$ cat src/rtl/serial_pkg.sv
// Shared definitions for the framed serial transmitter: FSM state encoding
// and the parity-mode constants used to parametrise the frame format.
package serial_pkg;

    typedef enum logic [2:0] {
        S_IDLE   = 3'd0,
        S_START  = 3'd1,
        S_DATA   = 3'd2,
        S_PARITY = 3'd3,
        S_STOP   = 3'd4
    } state_e;

    localparam int PAR_NONE = 0;
    localparam int PAR_ODD  = 1;
    localparam int PAR_EVEN = 2;

endpackage

$ cat src/rtl/serial_tx_fifo.sv
// Small first-word-fall-through FIFO that queues payload words ahead of the
// serialiser. A write while full is dropped; fullness is judged on the
// registered occupancy, so a same-cycle pop cannot make room for a write.
module serial_tx_fifo #(
    parameter int WIDTH = 8,
    parameter int DEPTH = 4
) (
    input  logic                     clk,
    input  logic                     rst,
    input  logic                     wr_en,
    input  logic [WIDTH-1:0]         din,
    input  logic                     rd_en,
    output logic [WIDTH-1:0]         dout,
    output logic                     full,
    output logic                     empty,
    output logic [$clog2(DEPTH):0]   count
);

    localparam int PTR_W = $clog2(DEPTH);
    localparam int CNT_W = PTR_W + 1;

    logic [WIDTH-1:0] mem_q [DEPTH];
    logic [PTR_W-1:0] wr_ptr_q;
    logic [PTR_W-1:0] rd_ptr_q;
    logic [CNT_W-1:0] count_q;
    logic             wr_acc;
    logic             rd_acc;

    assign full   = (count_q == CNT_W'(DEPTH));
    assign empty  = (count_q == '0);
    assign count  = count_q;
    assign dout   = mem_q[rd_ptr_q];
    assign wr_acc = wr_en && !full;
    assign rd_acc = rd_en && !empty;

    // Pointers wrap naturally because DEPTH is a power of two.
    always_ff @(posedge clk or negedge rst) begin
        if (!rst) begin
            wr_ptr_q <= '0;
            rd_ptr_q <= '0;
            count_q  <= '0;
        end else begin
            if (wr_acc) wr_ptr_q <= wr_ptr_q + 1'b1;
            if (rd_acc) rd_ptr_q <= rd_ptr_q + 1'b1;
            count_q <= count_q + CNT_W'(wr_acc) - CNT_W'(rd_acc);
        end
    end

    // Storage array; contents need no reset since occupancy guards every read.
    always_ff @(posedge clk) begin
        if (wr_acc) mem_q[wr_ptr_q] <= din;
    end

endmodule

$ cat src/rtl/serial_tx_frame.sv
// Framed serial transmitter: start bit, DATA_BITS payload bits LSB first,
// optional parity, one or two stop bits. A small FIFO lets producers queue
// words while a frame is on the line; frames run back to back when queued.
module serial_tx_frame
    import serial_pkg::*;
#(
    parameter int CLK_PER_BIT = 50,
    parameter int DATA_BITS   = 8,
    parameter int PARITY      = 0,
    parameter int STOP_BITS   = 1,
    parameter int FIFO_DEPTH  = 4
) (
    input  logic                          clk,
    input  logic                          rst,
    output logic                          tx,
    input  logic                          block,
    input  logic [DATA_BITS-1:0]          data,
    input  logic                          new_data,
    output logic                          full,
    output logic                          busy,
    output logic                          overflow,
    output logic [$clog2(FIFO_DEPTH):0]   fifo_count
);

    localparam int BAUD_W = $clog2(CLK_PER_BIT);
    localparam int BIT_W  = $clog2(DATA_BITS);

    if (CLK_PER_BIT < 2) begin : g_bad_cpb
        $error("serial_tx_frame: CLK_PER_BIT must be 2 or more");
    end
    if (DATA_BITS < 5 || DATA_BITS > 9) begin : g_bad_data_bits
        $error("serial_tx_frame: DATA_BITS must be 5..9");
    end
    if (PARITY != PAR_NONE && PARITY != PAR_ODD && PARITY != PAR_EVEN) begin : g_bad_parity
        $error("serial_tx_frame: PARITY must be 0, 1 or 2");
    end
    if (STOP_BITS != 1 && STOP_BITS != 2) begin : g_bad_stop
        $error("serial_tx_frame: STOP_BITS must be 1 or 2");
    end
    if (FIFO_DEPTH < 2 || (FIFO_DEPTH & (FIFO_DEPTH - 1)) != 0) begin : g_bad_depth
        $error("serial_tx_frame: FIFO_DEPTH must be a power of two, 2 or more");
    end

    state_e                state_q, state_d;
    logic [BAUD_W-1:0]     baud_q, baud_d, baud_next;
    logic [BIT_W-1:0]      bit_q, bit_d;
    logic                  stop_q, stop_d;
    logic [DATA_BITS-1:0]  shift_q, shift_d;
    logic                  par_q, par_d;
    logic                  tx_q, tx_d;
    logic                  line_busy_q;
    logic                  block_q;
    logic                  overflow_q;

    logic                  baud_last;
    logic                  bit_last;
    logic                  stop_last;
    logic                  can_start;
    logic                  pop;
    logic                  par_calc;
    logic [DATA_BITS-1:0]  fifo_dout;
    logic                  fifo_empty;

    serial_tx_fifo #(
        .WIDTH (DATA_BITS),
        .DEPTH (FIFO_DEPTH)
    ) u_fifo (
        .clk   (clk),
        .rst   (rst),
        .wr_en (new_data),
        .din   (data),
        .rd_en (pop),
        .dout  (fifo_dout),
        .full  (full),
        .empty (fifo_empty),
        .count (fifo_count)
    );

    assign baud_last = (baud_q == BAUD_W'(CLK_PER_BIT - 1));
    assign baud_next = baud_last ? '0 : baud_q + 1'b1;
    assign bit_last  = (bit_q == BIT_W'(DATA_BITS - 1));
    assign stop_last = (stop_q == 1'(STOP_BITS - 1));
    assign can_start = !fifo_empty && !block_q;
    assign par_calc  = (PARITY == PAR_ODD) ? ~(^fifo_dout) : (^fifo_dout);

    // Frame sequencing; a pop loads the head word and its parity together.
    always_comb begin
        state_d = state_q;
        baud_d  = baud_q;
        bit_d   = bit_q;
        stop_d  = stop_q;
        shift_d = shift_q;
        par_d   = par_q;
        pop     = 1'b0;
        case (state_q)
            S_IDLE: begin
                baud_d = '0;
                if (can_start) begin
                    pop     = 1'b1;
                    shift_d = fifo_dout;
                    par_d   = par_calc;
                    state_d = S_START;
                end
            end
            S_START: begin
                baud_d = baud_next;
                if (baud_last) begin
                    bit_d   = '0;
                    state_d = S_DATA;
                end
            end
            S_DATA: begin
                baud_d = baud_next;
                if (baud_last) begin
                    if (bit_last) begin
                        stop_d = 1'b0;
                        if (PARITY != PAR_NONE) state_d = S_PARITY;
                        else                    state_d = S_STOP;
                    end else begin
                        bit_d = bit_q + 1'b1;
                    end
                end
            end
            S_PARITY: begin
                baud_d = baud_next;
                if (baud_last) begin
                    stop_d  = 1'b0;
                    state_d = S_STOP;
                end
            end
            S_STOP: begin
                baud_d = baud_next;
                if (baud_last) begin
                    if (!stop_last) begin
                        stop_d = stop_q + 1'b1;
                    end else if (can_start) begin
                        // Chain straight into the next start bit, no idle gap.
                        pop     = 1'b1;
                        shift_d = fifo_dout;
                        par_d   = par_calc;
                        state_d = S_START;
                    end else begin
                        state_d = S_IDLE;
                    end
                end
            end
            default: begin
                baud_d  = '0;
                state_d = S_IDLE;
            end
        endcase
    end

    // Line level for the current state; registered below so tx never glitches.
    always_comb begin
        tx_d = 1'b1;
        case (state_q)
            S_START:  tx_d = 1'b0;
            S_DATA:   tx_d = shift_q[bit_q];
            S_PARITY: tx_d = par_q;
            default:  tx_d = 1'b1;
        endcase
    end

    // State, counters, registered line output, block sync and overflow pulse.
    always_ff @(posedge clk or negedge rst) begin
        if (!rst) begin
            state_q     <= S_IDLE;
            baud_q      <= '0;
            bit_q       <= '0;
            stop_q      <= 1'b0;
            shift_q     <= '0;
            par_q       <= 1'b0;
            tx_q        <= 1'b1;
            line_busy_q <= 1'b0;
            block_q     <= 1'b0;
            overflow_q  <= 1'b0;
        end else begin
            state_q     <= state_d;
            baud_q      <= baud_d;
            bit_q       <= bit_d;
            stop_q      <= stop_d;
            shift_q     <= shift_d;
            par_q       <= par_d;
            tx_q        <= tx_d;
            line_busy_q <= (state_q != S_IDLE);
            block_q     <= block;
            overflow_q  <= new_data && full;
        end
    end

    // line_busy_q covers the last stop cycle that tx still shows after the FSM idles.
    assign busy     = (state_q != S_IDLE) || line_busy_q || !fifo_empty || block_q;
    assign tx       = tx_q;
    assign overflow = overflow_q;

endmodule

$ cat config.mk
export PLATFORM = sky130hd
export DESIGN_NAME = serial_tx_frame
export DESIGN_NICKNAME = d
export VERILOG_FILES = /design/src/rtl/serial_pkg.sv /design/src/rtl/serial_tx_fifo.sv /design/src/rtl/serial_tx_frame.sv
export SDC_FILE = /design/constraint.sdc
export NUM_CORES = 1
export LEC_CHECK = 0
export ABC_AREA = 0
export CAP_MARGIN = 25
export CORE_UTILIZATION = 45
export DETAILED_ROUTE_END_ITERATION = 12
export PLACE_DENSITY = 0.66
export SLEW_MARGIN = 20
export SYNTH_ARGS = -nofsm -noshare
export SYNTH_HDL_FRONTEND = slang
export SYNTH_SLANG_ARGS = --single-unit
export TNS_END_PERCENT = 30
$ cat constraint.sdc
create_clock -name clk -period 2.95 [get_ports clk]
set_input_delay 0.295 -clock clk [delete_from_list [all_inputs] [get_ports clk]]
set_output_delay 0.295 -clock clk [all_outputs]
set_load 0.02 [all_outputs]
; Word level (Yosys, flattened, before mapping)
; Memory sizes are Yosys's and may differ from the RTL's.
; Index checks and enable logic that the tools add are counted.
[totals]
register_bits = 33
ram_bits = 32
in_bits = 12
output_inout_bits = 7
elab_cells = 97
mem_count = 1
[memory_table]
columns = name, words, width, rd, rd_ports_with_merged_regs, wr, line_no
row1 = u_fifo.mem_q, 4, 8, 1, 0, 1, serial_tx_fifo.sv:22  ; logic [WIDTH-1:0] mem_q [DEPTH];
[op_classes]
addsub = 7
n_lt_le_gt_ge = 1
eq_ne = 15
muxes = 38
n_reduce_logical = 22
[op_table]
columns = cell, n
row1 = $mux 3, 10
row2 = $mux 8, 3
row3 = $ne 2x2->1 const B, 8
row4 = $pmux 8 s2, 1
row5 = $mux 1, 15
row6 = $pmux 3 s5, 1
row7 = $mux 6, 2
row8 = $eq 3x3->1 const B, 3
row9 = $reduce_xor 8->1, 1
row10 = $reduce_and 7->1, 1
row11 = $add 6x1->6 const B, 1
row12 = $eq 3x2->1 const B, 2
row13 = $eq 6x6->1 const B, 1
row14 = $logic_not 3->1, 2
row15 = $pmux 1 s3, 2
row16 = $pmux 3 s2, 1
row17 = $reduce_bool 3->1, 2
row18 = $reduce_and 5->1, 1
row19 = $add 2x1->2 const B, 2
row20 = $logic_and 1x1->1, 4
row21 = $lt 3x4->1 const B, 1
row22 = $pmux 1 s2, 2
row23 = $reduce_and 4->1, 1
row24 = $reduce_bool 2->1, 2
row25 = other kinds (10), 14

; Depth between registers and ports, before layout
[logic_depth]
ltp_word = 9
ltp_mapped = 11
depth_no_buf = 11

; By module
; From an unflattened synthesis, not the netlist that was laid out.
[hier_totals]
hier_cells = 187
hier_area_um2 = 2900.3
[modules_own_cells]
columns = module, n_inst, cells_per_inst, area_each_um2, seq_area_each_um2
row1 = serial_tx_fifo, 1, 83, 1622.8, 1136.1
row2 = serial_tx_frame, 1, 104, 1277.5, 626.9

; Worst setup path after synthesis
; OpenSTA, ideal clock, no wires.
[synth_path]
kind = register to register
from = reg state_q[0]
to = reg u_fifo.count_q[2], in the netlist u_fifo.count[2]
setup_time_ns = 0.123
t_arrival_ns = 2.285
required_ns = 2.827
slack_ns = 0.541
stages_incl_launch_ff = 11
path_buffers = 1
period_less_slack_ns = 2.409
path_cell_list = dfrtp_1 > buf_2 > or4_1 > a21o_1 > inv_2 > ha_1 > inv_1 > ha_1 > fa_1 > xnor2_1 > xnor2_1
[synth_between]
elab_chain_len = 4
word_cells_on_any_way = 5
cone_classes = add/sub (1) / eq/ne (1) / mux (1) / reduce/logical (2)
[synth_lines]
columns = element, line_no
row1 = from (decl), serial_tx_frame.sv:44  ; state_e state_q, state_d;
row2 = from (signal assigned), serial_tx_frame.sv:179  ; state_q <= state_d;
row3 = $eq 3x3->1 or $logic_not 3->1 (tied branches), serial_tx_frame.sv:95  ; case (state_q)
row4 = $pmux 1 s2 (*), serial_tx_frame.sv:95
row5 = $logic_and 1x1->1 (*), serial_tx_fifo.sv:34  ; assign rd_acc = rd_en && !empty;
row6 = via u_fifo.rd_acc, serial_tx_fifo.sv:27  ; logic rd_acc;
row7 = $sub 3x1->3 (*), serial_tx_fifo.sv:45  ; count_q <= count_q + CNT_W'(wr_acc) - CNT_W'(rd_acc);
row8 = to (signal assigned), serial_tx_fifo.sv:45
row9 = to (decl), serial_tx_fifo.sv:25  ; logic [CNT_W-1:0] count_q;
; Mark *: on every way through the listed nets, which the timed path passes. The rest lies on a longest branch.
; A chain may end at the register's enable or synchronous reset.

; Worst setup path in the final report
[layout_path]
from = reg state_q[1]
to = out busy
[layout_between]
elab_chain_len = 4
[layout_lines]
columns = element, line_no
row1 = $reduce_bool 3->1, serial_tx_frame.sv:193  ; assign busy = (state_q != S_IDLE) || line_busy_q || !fifo_empty || block_q;
row2 = $logic_or 1x1->1 (3 in series), serial_tx_frame.sv:193
row3 = to (decl), serial_tx_frame.sv:20  ; output logic busy,
; Every way passes these cells.

==> implementation parameters <==
Parameter                              Value

GRT
  Met3 Resource Use GR    6.514%
  Number of antenna violations at the first check in global routing    0
  Overflow left after global routing    0
  GRT busiest layer    met2
  Wire length of the first global-routing pass    7424 um
  Pin count of the biggest net entering global routing    33
  Total Routing Usage GR    16.26%
  Vias in the first global route    1,561
  Met1 Use GR    20.20%
  Met2 track demand over resource in global routing    25.13%

Drt
  Routed wire length    4218 um
  Detail Route Antenna Nets    0
  Post-DR vias/cell    5.017
  DRC viols    0
  Total vias in the final route    1,495
  Average routed wire per standard cell    14.15 um
  Iteration count of the initial detailed-routing pass    6
  Count of routing violations after the opening detailed-route iteration    116

Power and ir drop
  Worst voltage drop across the vdd grid    0.0004230 V
  Pwr dens    1032 nW/um2
  Leakage power    1.289 nW

Critical path
  Slowest cell on the critical path    sky130_fd_sc_hd__clkdlybuf4s50_1
  CP Max Fanout    11
  Delay contributed by the slowest stage of the critical path    560 ps
  Category of cells accounting for the largest share of critical-path delay    simple AND/OR/NAND/NOR gates
  WP data required    2650 ps
  Kind of start point of the critical path    flop
  CP Cell Sequence    or3_1 > or4b_1 > clkdlybuf4s50_1
  Critical path buffers and inverters    1
  Type of destination of the critical path    primary output
  Critical Path AT    2350 ps
  Critical path start-end classification    reg2out

Floorplan
  Number of ports placed on the die boundary    19
  Width of the die    79.89 um
  DIE HEIGHT    79.89 um
  Core region area    5886 um2
  Rows    28
  Area of the die    6382 um2
  Starting Density    46.39%

STA
  Final count of negative-setup-slack endpoints    0
  Unrepaired setup endpoints after global routing    false
  Relative slew margins    62.07%
  Slew Limit Fails    0
  Clk_skew    8.310 ps
  Worst slew pin tran    568.9 ps
  Minimum clock period    2643 ps
  Final setup slack of the worst path    306.7 ps
  F_max    378.3 MHz
  Final Hold Fails    0
  Share of the clock period used by the worst path after layout    89.60%
  Total Negative Setup Slacks    0 ps

Synthesis
  Mean cell area of the mapped netlist    14.00 um2
  Cell area after synthesis    2730 um2
  Area contributors post-synth    sky130_fd_sc_hd__edfxtp_1, sky130_fd_sc_hd__dfrtp_1, sky130_fd_sc_hd__mux4_2
  Share of the yosys chip area belonging to registers    64.57%
  Synthesized Nets    218
  Number of distinct library cells after synthesis    35
  Area share of the leading cell type in the synthesized netlist    35.20%
  Number of synthesized register bits    64
  Count of mapped cells out of synthesis    195
  Cell accounting for the most synthesized area    sky130_fd_sc_hd__edfxtp_1
  Number of warnings printed during yosys synthesis    0

Finish
  Final core utilization    55.04%
  Layout-stage area growth over the synthesis result    18.65%
  Nets@finish    242
  Commonest non-fill, non-tap cell in the layout    sky130_fd_sc_hd__nand2_1
  Share of cells above drive strength 1    13.00%
  Inserted Diodes    0
  Most frequent cells in the layout    sky130_fd_sc_hd__nand2_1, sky130_fd_sc_hd__edfxtp_1, sky130_fd_sc_hd__dfrtp_1, sky130_fd_sc_hd__clkdlybuf4s50_1, sky130_fd_sc_hd__xnor2_1

Flow run
  Number of max-capacitance violations reported    0

Placement
  Port Buffer Count    18
  Worst slack at placement    461.6 ps
  HPWL reported at the end of detailed placement    2726 um
  Routability Congestion    0.6921

Clocking
  Buffers inserted by post-CTS timing repair    0
  Number of sinks driven by the clock tree    64
  Maximum level of the CTS H-tree    3
  Clock tree from TritonCTS    built
  Number of buffers inserted during clock tree synthesis    9
  Maximum clock insertion buffer count    2
  CTS Hold Bufs    0
  Clock-pin slew on the worst setup and hold paths    70 ps
  Number of gates given a new drive strength after cts    0
  Later-pin clock latency in the skew report    330 ps
  Root buffer cell    sky130_fd_sc_hd__clkbuf_8

Outcome
  Outcome    completed

Hold path
  Worst min path class    in2async
[flip-flops by register name, summed over array words and instances (netlist names)]
register / cells
u_fifo.wr_ptr_q: 2
shift_q: 8
u_fifo.count: 3
par_q: 1
u_fifo.rd_ptr_q: 2
u_fifo.mem_q: 32
block_q: 1
state_q: 3
overflow: 1
bit_q: 3
baud_q: 6
line_busy_q: 1
tx: 1
[Yosys cell counts (all sizes together)]
cell and n:
dfstp 1, xnor2 14, nor2b 1, edfxtp 32
and2 5, or4b 2, nand2b 1, dfrtp 31
nor2 9, clkbuf 5, a311o 1, nor3 1
a21o 1, inv 9, ha 10, mux4 10
nand4 1, or4 1, or3 3, nand2 34
and3 1, nor3b 1, fa 1, buf 2
xor2 2, nand3 3, mux2i 2, a21oi 2
o21ai 8, o31ai 1
[layout make-up]
class	count	area, um2
Clock buffer	9	123.9
Clock inverter	6	132.6
Fill cell	493	2646
Inverter	9	33.78
Multi-Input combinational cell	115	897.1
Sequential cell	64	1763
Tap cell	75	93.84
Timing Repair Buffer	20	195.2
[logic make-up (layout without fill, tap and decap cells)]
kind of cell / after synthesis / in the layout / share of synthesized area (%)
compound gates: 13 / 13 / 2.750
xor+xnor: 16 / 16 / 5.133
fa+ha+maj: 11 / 11 / 5.316
buf+inv: 16 / 44 / 2.566
flops: 64 / 64 / 64.57
mux: 12 / 12 / 8.983
simple gates: 63 / 63 / 10.68
[layer usage]
layer / vias to the layer above / wire [um]
met5: - / 0
met4: 0 / 73
met3: 7 / 164
met2: 31 / 1992
met1: 732 / 1987
li1: 725 / -
[report_power, final]
part,switching (mW),internal (mW),total [mW]
sequential,0.176,1.19,1.37
combinational,0.486,0.522,1.01
clock,0.324,0.641,0.965
total,0.986,2.36,3.34
[per-stage QoR]
stage               area [um2]  hold WS, ps  cells  total power [mW]
finish                    3239        359.9    298             3.342
global route              3239        382.4    298             3.589
CTS                       3239        369.6    298             3.392
detailed placement        2983        464.6    283             2.414
global placement          2983        458.8    283             2.399
floorplan                 2730      -0.5911    195             2.156
[path summary, 6_finish.rpt]
path,startpoint,to,slack (ps),depth (start not counted)
worst max-delay path,state_q[1]$_DFFE_PN0P_,busy,310,3
worst min-delay path,rst,baud_q[3]$_DFF_PN0_,360,2
max in group asynchronous,rst,tx$_DFF_PN1_,2250,2
worst min register to register,shift_q[3]$_DFFE_PN0P_,shift_q[3]$_DFFE_PN0P_,480,2
min in group clk,block,block_q$_DFF_PN0_,400,1
worst max register to register,state_q[1]$_DFFE_PN0P_,u_fifo.count[2]$_DFF_PN0_,440,9
No activity file was read; power rests on OpenSTA's default activity.
